## config.mk

```make
export PLATFORM = sky130hd
export DESIGN_NAME = status_arb_rr
export DESIGN_NICKNAME = d
export VERILOG_FILES = /design/src/rtl/status_arb_rr.sv
export SDC_FILE = /design/constraint.sdc
export NUM_CORES = 1
export LEC_CHECK = 0
export ABC_CLOCK_PERIOD_IN_PS = 4940
export CORE_AREA = 5 5 112 114
export CTS_CLUSTER_DIAMETER = 60
export DETAILED_ROUTE_END_ITERATION = 7
export DIE_AREA = 0 0 117 119
export PLACE_DENSITY = 0.91
export SLEW_MARGIN = 20
export SYNTH_ARGS = -nofsm -noshare
export SYNTH_HDL_FRONTEND = slang
export SYNTH_SLANG_ARGS = --single-unit
```

## constraint.sdc

```tcl
create_clock -name sys_clk -period 4.94 [get_ports sys_clk]
set_input_delay 0.741 -clock sys_clk [delete_from_list [all_inputs] [get_ports sys_clk]]
set_output_delay 0.741 -clock sys_clk [all_outputs]
set_load 0.05 [all_outputs]
```

## src/rtl/status_arb_rr.sv

```systemverilog
// status_arb_rr: N-channel round-robin status-report arbiter.
// Latches per-channel request pulses, grants one channel when the consumer is
// idle, forwards that channel's status word with a one-cycle ack, then waits in
// HOLD until the consumer leaves idle before arbitrating again.
// Optional feature: define STATUS_ARB_OVF_CNT_EN to add ovf_cnt_o, a saturating
// count of duplicate requests merged into an already-pending request.
module status_arb_rr #(
  parameter  int NUM_CH = 6,
  parameter  int DW     = 31,
  localparam int CW     = (NUM_CH > 1) ? $clog2(NUM_CH) : 1
) (
  input  logic                 sys_clk,
  input  logic                 sys_rst,
  input  logic                 status_idle_i,
  output logic                 status_ack_o,
  output logic [DW-1:0]        status_data_o,
  output logic [CW-1:0]        status_src_o,
  input  logic [NUM_CH-1:0]    ch_ack_i,
  input  logic [NUM_CH*DW-1:0] ch_data_i,
  output logic [NUM_CH-1:0]    ch_grant_o
`ifdef STATUS_ARB_OVF_CNT_EN
  ,
  output logic [15:0]          ovf_cnt_o
`endif
);

  typedef enum logic [1:0] {IDLE, GRANT, HOLD} state_t;

  state_t              r_state;
  logic [NUM_CH-1:0]   r_pend;
  logic [NUM_CH-1:0]   r_grant;
  logic [CW-1:0]       r_rr_ptr;
  logic [CW-1:0]       r_idx;
  logic                r_ack;
  logic [DW-1:0]       r_data;
  logic [CW-1:0]       r_src;

  logic                w_any;
  logic [CW-1:0]       w_sel;
  logic [CW-1:0]       w_next_ptr;
  logic [DW-1:0]       w_gdata;

  assign w_any   = |r_pend;
  assign w_gdata = ch_data_i[int'(r_idx)*DW +: DW];

  // First pending channel at or after the round-robin pointer, wrapping at NUM_CH.
  always_comb begin
    int   j;
    logic found;
    w_sel = '0;
    found = 1'b0;
    j     = 0;
    for (int i = 0; i < NUM_CH; i++) begin
      j = int'(r_rr_ptr) + i;
      if (j >= NUM_CH) j = j - NUM_CH;
      if (!found && r_pend[j]) begin
        found = 1'b1;
        w_sel = CW'(j);
      end
    end
  end

  // Pointer wraps explicitly so non-power-of-two channel counts stay in range.
  assign w_next_ptr = (w_sel == CW'(NUM_CH - 1)) ? '0 : CW'(w_sel + 1'b1);

  // Pending flags: a new request wins over the clear from a same-cycle grant.
  always_ff @(posedge sys_clk or posedge sys_rst) begin
    if (sys_rst) r_pend <= '0;
    else         r_pend <= (r_pend & ~r_grant) | ch_ack_i;
  end

  // Arbitration FSM; every output is a register written here.
  always_ff @(posedge sys_clk or posedge sys_rst) begin
    if (sys_rst) begin
      r_state  <= IDLE;
      r_grant  <= '0;
      r_rr_ptr <= '0;
      r_idx    <= '0;
      r_ack    <= 1'b0;
      r_data   <= '0;
      r_src    <= '0;
    end else begin
      r_ack   <= 1'b0;
      r_grant <= '0;
      case (r_state)
        IDLE: begin
          if (status_idle_i && w_any) begin
            r_grant[w_sel] <= 1'b1;
            r_idx          <= w_sel;
            r_rr_ptr       <= w_next_ptr;
            r_state        <= GRANT;
          end
        end
        GRANT: begin
          r_data  <= w_gdata;
          r_src   <= r_idx;
          r_ack   <= 1'b1;
          r_state <= HOLD;
        end
        HOLD: begin
          // Wait for the consumer to go busy so one report is never granted twice.
          if (!status_idle_i) r_state <= IDLE;
        end
        default: r_state <= IDLE;
      endcase
    end
  end

  assign ch_grant_o    = r_grant;
  assign status_ack_o  = r_ack;
  assign status_data_o = r_data;
  assign status_src_o  = r_src;

`ifdef STATUS_ARB_OVF_CNT_EN
  logic [15:0]       r_ovf;
  logic [NUM_CH-1:0] w_drop;
  logic [6:0]        w_ndrop;
  logic [16:0]       w_sum;

  // Duplicates: request on an already-pending channel not being granted now.
  always_comb begin
    w_drop  = ch_ack_i & r_pend & ~r_grant;
    w_ndrop = '0;
    for (int i = 0; i < NUM_CH; i++) w_ndrop = w_ndrop + 7'(w_drop[i]);
    w_sum   = {1'b0, r_ovf} + 17'(w_ndrop);
  end

  // Saturating drop counter, cleared only by reset.
  always_ff @(posedge sys_clk or posedge sys_rst) begin
    if (sys_rst)     r_ovf <= '0;
    else if (w_sum[16]) r_ovf <= 16'hFFFF;
    else             r_ovf <= w_sum[15:0];
  end

  assign ovf_cnt_o = r_ovf;
`endif

endmodule

```

==> impl_metrics.yaml, run 1 <==
status:
  status: "finished clean"
sta:
  final_hold_viol_count: 0
  fin_ws_ns: 1.162
  max-slew-margin-rel_pct: 25.53
  worstMarginPinSlew_ns: 1.116
  skew_ns: 0.006993
  slew_violations: 0
  setup_tns_ns: 0
  setup_viol: 0
  max_freq_mhz: 264.7
  layout_min_cycle_time_ns: 3.778
  rsz0062_at_grt: "no"
  fin_crit_sh_pct: 76.47
route:
  wl_per_cell_um: 21.03
  remaining_drc_errors: 0
  vias: 4356
  drtPass1Iterations: 4
  postRouteAntennaNets: 0
  drt_iter0_drc: 264
  drt-total-wl_um: 16380
  avgViaCountPerCell: 5.592
critical_path:
  start_kind: "register"
  r2r_slack_ns: 1.16
  end_kind: "register"
  max_stage_delay_ns: 0.55
  crit_top_cell: "ha_1"
  cp_max_fo: 13
  cp_cell_sequence: "buf_4 -> inv_1 -> ha_1 -> inv_2 -> ha_1 -> a211o_1 -> a32o_1 -> o21a_1 -> nand2b_4 -> or3_4 -> and3_4 -> o311ai_4 -> o221ai_2"
  cp.buffers_inverters: 3
  crit_slowest_cell: "ha_1"
  crit_required_ns: 5.09
  crit_arrival_ns: 3.93
  critPathKind: "reg -> reg"
  critPathTopFamily: "compound AO/OA/AOI/OAI gates"
hold_path:
  hold_path_class: "reg -> reg"
synthesis:
  synthArstFlopShare_pct: 100.0
  synth_cell_type_count: 73
  synth_area_leaders: "dfrtp_1 31%, mux4_2 16%, mux2_2 8.6%, nor2_1 6.5%, a221oi_1 6.1%"
  synthFlopType: "dfrtp_1"
  yosysWarningCount: 0
  postSynthRegisterBits: 55
  synthCells: 416
  yosysTopAreaCell: "dfrtp_1"
  synth_top_cell_area_share_pct: 30.92
  synth_area_um2: 4451
  syn_nets: 624
  postSynthAreaPerCell_um2: 10.70
  yosysSeqAreaShare_pct: 30.92
  synth_edf_count: 0
clock_tree:
  h-tree-depth: 2
  path_clk_slew_ns: 0.07
  cts_tree: "yes"
  clock_sinks: 55
  worstSkewPairLatency_ns: 0.29
  clock_path_buffers: 2
  cts_buffers: 5
  cts-root-buf: "clkbuf_16"
  post-cts-setup-buffer-count: 0
  hold_buffers: 0
  cts_resized: 0
power:
  power_density_nw_per_um2: 666.6
  irDropWorstVdd_mv: 0.5023
  p_leak_uw: 0.002681
  total_power_uw: 4710
grt:
  antenna_found_initial: 0
  grt_max_degree: 65
  grt_pass1_wl_um: 24560
  grt.total_usage_pct: 22.41
  gr-total-overflow: 0
  grt_pass1_vias: 4669
cells_and_area:
  final_util_pct: 62.41
  syn2layout_area_growth_pct: 58.76
  layout.nets: 843
  diodes: 0
  final_cell_mix: "235 x clkdlybuf4s50_1, 76 x nor2_1, 54 x dfrtp_1"
  drive_gt1_share_pct: 16.98
  stdcell_area_um2: 7066
  final_common_cell: "clkdlybuf4s50_1"
floorplan:
  fp.dieArea_um2: 13920
  core_um2: 11320
  initial_core_util_pct: 39.31
  die_h_um: 119
  num_io_pins: 236
  fp-row-count: 39
  die_w_um: 117
place:
  dp_hpwl_um: 13320
  portBuffers: 235
  dpl_cell_area_um2: 6898
  pre_cts_ws_ns: 1.190
  place_congestion: 0.8841
flow_run:
  maxCapViolCount: 0
==> stage by stage <==
step	cells	hold slack, ns
after floorplan	416	0.4498
after global placement	771	0.4609
after detailed placement	771	0.4699
after CTS	779	0.4868
after global routing	779	0.5119
final	779	0.4824
==> sequential cells by signal (all words and copies together), names as in the netlist <==
signal	flops
ch_grant_o	6
r_idx	3
r_pend	6
r_rr_ptr	3
r_state	2
status_ack_o	1
status_data_o	31
status_src_o	3
==> worst paths after layout <==
| path | from | end | depth (start not counted) |
|---|---|---|---|
| min reg2reg | status_src_o[1] | status_src_o[1] | 2 |
| max reg2reg | r_rr_ptr[1] | r_rr_ptr[2] | 13 |
| max | r_rr_ptr[1] | r_rr_ptr[2] | 13 |
| min in group asynchronous | sys_rst | status_src_o[1] | 3 |
| max in group asynchronous | sys_rst | r_idx[0] | 3 |
| min | status_src_o[1] | status_src_o[1] | 2 |
==> logic make-up after synthesis <==
| kind of cell | share of synthesized area [%] |
|---|---|
| xor gates and xnor gates | 2.165 |
| DFF | 30.92 |
| muxes | 27.66 |
| buffers and inverters | 4.723 |
| and+or+nand+nor | 14.51 |
| adders and majority gates | 3.655 |
| AOI/OAI and AO/OA | 16.36 |
==> synth_stat cells, drive strengths merged, types with 3 or more instances <==
library cell and n:
ha 13, o211ai 3, o21ai 11, or2 3, mux4 33, nor3 5
nand3 4, dfrtp 55, mux2i 6, a21o 7, nand2b 4, a21oi 3
and2 3, clkbuf 21, o21a 4, mux2 37, nor4 4, nand2 16
buf 8, xnor2 6, a211oi 3, inv 19, a221oi 31, nor2 78
==> area by class of cell <==
type / count / area [µm²]
fill: 920 / 4255
multi-input combinational: 312 / 2867
timing repair buffer: 241 / 2397
sequential: 55 / 1380
tap: 143 / 178.9
clock buffer: 6 / 128.9
inverter: 20 / 75.07
clock inverter: 2 / 38.79
==> where the power goes <==
part	internal [µW]	switching, µW
Sequential	652	253
Combinational	1480	1930
Clock	241	156
Total	2370	2340
==> layer usage <==
metal  vias up  global-route usage (%)  share of wire (%)
met5         -                       0                  0
met4         0                   6.810                2.7
met1      2132                   25.70                 37
met3        28                   5.020                7.6
li1       2012                       -                  -
met2       184                   40.86                 53
==> worst reg2reg max path, delay by kind of cell (launching register included) <==
kind	cells	cell delay [ns]
flops	1	0.34
fa+ha+maj	2	0.77
compound gates	5	1.28
simple gates	3	0.73
buf+inv	3	0.54
Power figures use the tool's default switching activity.
==> inputs of run 2 (changes only) <==
==> config.mk (replaced) <==
export PLATFORM = sky130hd
export DESIGN_NAME = status_arb_rr
export DESIGN_NICKNAME = d
export VERILOG_FILES = /design/src/rtl/status_arb_rr.sv
export SDC_FILE = /design/constraint.sdc
export NUM_CORES = 1
export LEC_CHECK = 0
export ABC_CLOCK_PERIOD_IN_PS = 3150
export CORE_AREA = 5 5 118 120
export CTS_CLUSTER_DIAMETER = 60
export DETAILED_ROUTE_END_ITERATION = 7
export DIE_AREA = 0 0 123 125
export PLACE_DENSITY = 0.87
export SLEW_MARGIN = 20
export SYNTH_ARGS = -nofsm -noshare
export SYNTH_HDL_FRONTEND = slang
export SYNTH_SLANG_ARGS = --single-unit
==> constraint.sdc (replaced) <==
create_clock -name sys_clk -period 3.15 [get_ports sys_clk]
set_input_delay 0.4725 -clock sys_clk [delete_from_list [all_inputs] [get_ports sys_clk]]
set_output_delay 0.4725 -clock sys_clk [all_outputs]
set_load 0.05 [all_outputs]
==> run 2 against run 1 <==
Sequential share of layout area fell by 1.2 points. Combinational power grew 96%. Critical endpoint unchanged. Worst setup slack worse by 1.2 ns. The run now ends with setup timing left.
==> impl_metrics.yaml, run 2 (same netlist as run 1, synthesis figures left out) <==
status:
  status: "finished with violations"
  violations: "setup timing"
cells_and_area:
  multiInputGateArea_um2: 3032
  seq_area_um2: 1384
  largest_reg_flops: 31
  drive_gt1_share_pct: 25.00
  layout.nets: 879
  syn2layout_area_growth_pct: 69.97
  diodes: 0
  final_cell_mix: "235 x clkdlybuf4s50_1, 74 x nor2_1, 51 x dfrtp_1"
  finalNonFillerCells: 848
  fillers: 1043
  stdcell_area_um2: 7565
  final_common_cell: "clkdlybuf4s50_1"
sta:
  fin_ws_ns: -0.01593
  skew_ns: 0.009233
  fin_crit_sh_pct: 100.5
  max_freq_mhz: 315.9
  layout_min_cycle_time_ns: 3.166
  slew_violations: 0
  setup_viol: 1
  max-slew-margin-rel_pct: 32.75
  final_hold_viol_count: 0
  worstMarginPinSlew_ns: 1.003
  rsz0062_at_grt: "yes"
floorplan:
  die_w_um: 123
  fp-row-count: 42
  initial_core_util_pct: 34.57
  num_io_pins: 236
  fp.dieArea_um2: 15380
  die_h_um: 125
  core_um2: 12870
grt:
  grt_max_degree: 37
  gr-total-overflow: 0
  grt.total_usage_pct: 22.06
  grt_pass1_wl_um: 26460
  grt_pass1_vias: 4853
  antenna_found_initial: 0
place:
  pre_cts_ws_ns: -0.1016
  dpl_cell_area_um2: 7178
  dp_hpwl_um: 14260
  dp.cells: 828
  place_congestion: 0.9975
  portBuffers: 235
clock_tree:
  cts-root-buf: "clkbuf_16"
  clock_path_buffers: 2
  worstSkewPairLatency_ns: 0.29
  cts_buffers: 5
  hold_buffers: 0
  clock_sinks: 55
  path_clk_slew_ns: 0.07
  h-tree-depth: 2
  cts_tree: "yes"
critical_path:
  critPathKind: "reg -> reg"
  crit_path_start: "r_rr_ptr[0]"
  crit_required_ns: 3.32
  start_kind: "register"
  cp_max_fo: 5
  crit_arrival_ns: 3.33
  max_stage_delay_ns: 0.43
  end_kind: "register"
  timing.rr.start: "r_rr_ptr[0]"
  cp_cell_sequence: "clkinvlp_4 -> ha_4 -> xor2_2 -> inv_2 -> ha_4 -> a211o_1 -> a32o_1 -> o21a_1 -> nand2b_4 -> or3_4 -> and3_4 -> o311ai_4 -> o221ai_2"
  crit_slowest_cell: "dfrtp_2"
  crit_top_cell: "ha_4"
route:
  vias: 4615
  avgViaCountPerCell: 5.442
  drt_iter0_drc: 371
  wl_per_cell_um: 21.06
  drtPass1Iterations: 4
  drt-total-wl_um: 17860
  postRouteAntennaNets: 0
  remaining_drc_errors: 0
power:
  power_density_nw_per_um2: 1135
  irDropWorstVdd_mv: 0.6861
  p_leak_uw: 0.002878
flow_run:
  maxCapViolCount: 0
hold_path:
  min_from: "status_src_o[0]"
  hold_path_class: "reg -> reg"
-- run 2: cell types whose count changed in the layout (fill, tap and decap cells not counted), moves of 3 or more --
cell     change
dfrtp_2      +3
buf_6        +3
buf_4       +31
dfrtp_1      -3
inv_1        -3
ha_1         -7
ha_4         +6
-- run 2: area by class of cell --
cell class	count	share of cell area, %
inverter	20	1.108
clock buffer	6	1.704
sequential	55	18.29
timing repair buffer	277	35.74
tap	176	2.911
multi-input combinational	312	40.08
clock inverter	2	0.1654
-- run 2: path summary, 6_finish.rpt --
path                                endpoint  slack [ns]  cells past startpoint
setup / recovery                 r_rr_ptr[2]       -0.02                     13
hold / removal               status_src_o[0]        0.48                      2
setup reg to reg                 r_rr_ptr[2]       -0.02                     13
hold reg to reg              status_src_o[0]        0.48                      2
max in group asynchronous  status_data_o[23]        1.95                      3
min in group asynchronous        r_rr_ptr[2]        0.61                      2
-- run 2: timing repair --
action / 4_1_cts / 5_1_grt
buffers inserted: 1 / 11
endpoints found under the setup margin: 10 / 12
pin swaps: 2 / 15
resized for setup: 6 / 25
-- run 2: metrics by stage --
stage	utilization, %	power (µW)	setup TNS (ns)	hold WS (ns)
2_1_floorplan	-	5392	-1.201	0.4498
6_report	58.76	8587	-0.01593	0.4820
3_5_place_dp	55.75	7358	-0.4428	0.4704
4_1_cts	57.01	7993	0	0.4879
5_1_grt	58.76	9121	-0.6372	0.5256
3_3_place_gp	55.75	7158	0	0.4590
-- run 2: critical path: cells and delay by family, from the launching register on --
kind                       cells  cell delay [ns]
adders and majority gates      2             0.34
and+or+nand+nor                3             0.75
buffers and inverters          2             0.23
xor gates and xnor gates       1             0.16
DFF                            1             0.43
AOI/OAI and AO/OA              5             1.14
-- run 2: per-layer routing --
metal  routed length (µm)  GRT usage, %
met5                    0             0
met1                 6604         25.55
met2                 8945         38.34
met4                  915         10.81
met3                 1393         4.562
-- run 2: report_power, final --
| part | total (µW) | internal, µW | switching [µW] |
|---|---|---|---|
| clock network | 548 | 294 | 254 |
| logic | 6690 | 3060 | 3630 |
| registers | 1340 | 1030 | 316 |
| total | 8590 | 4380 | 4200 |
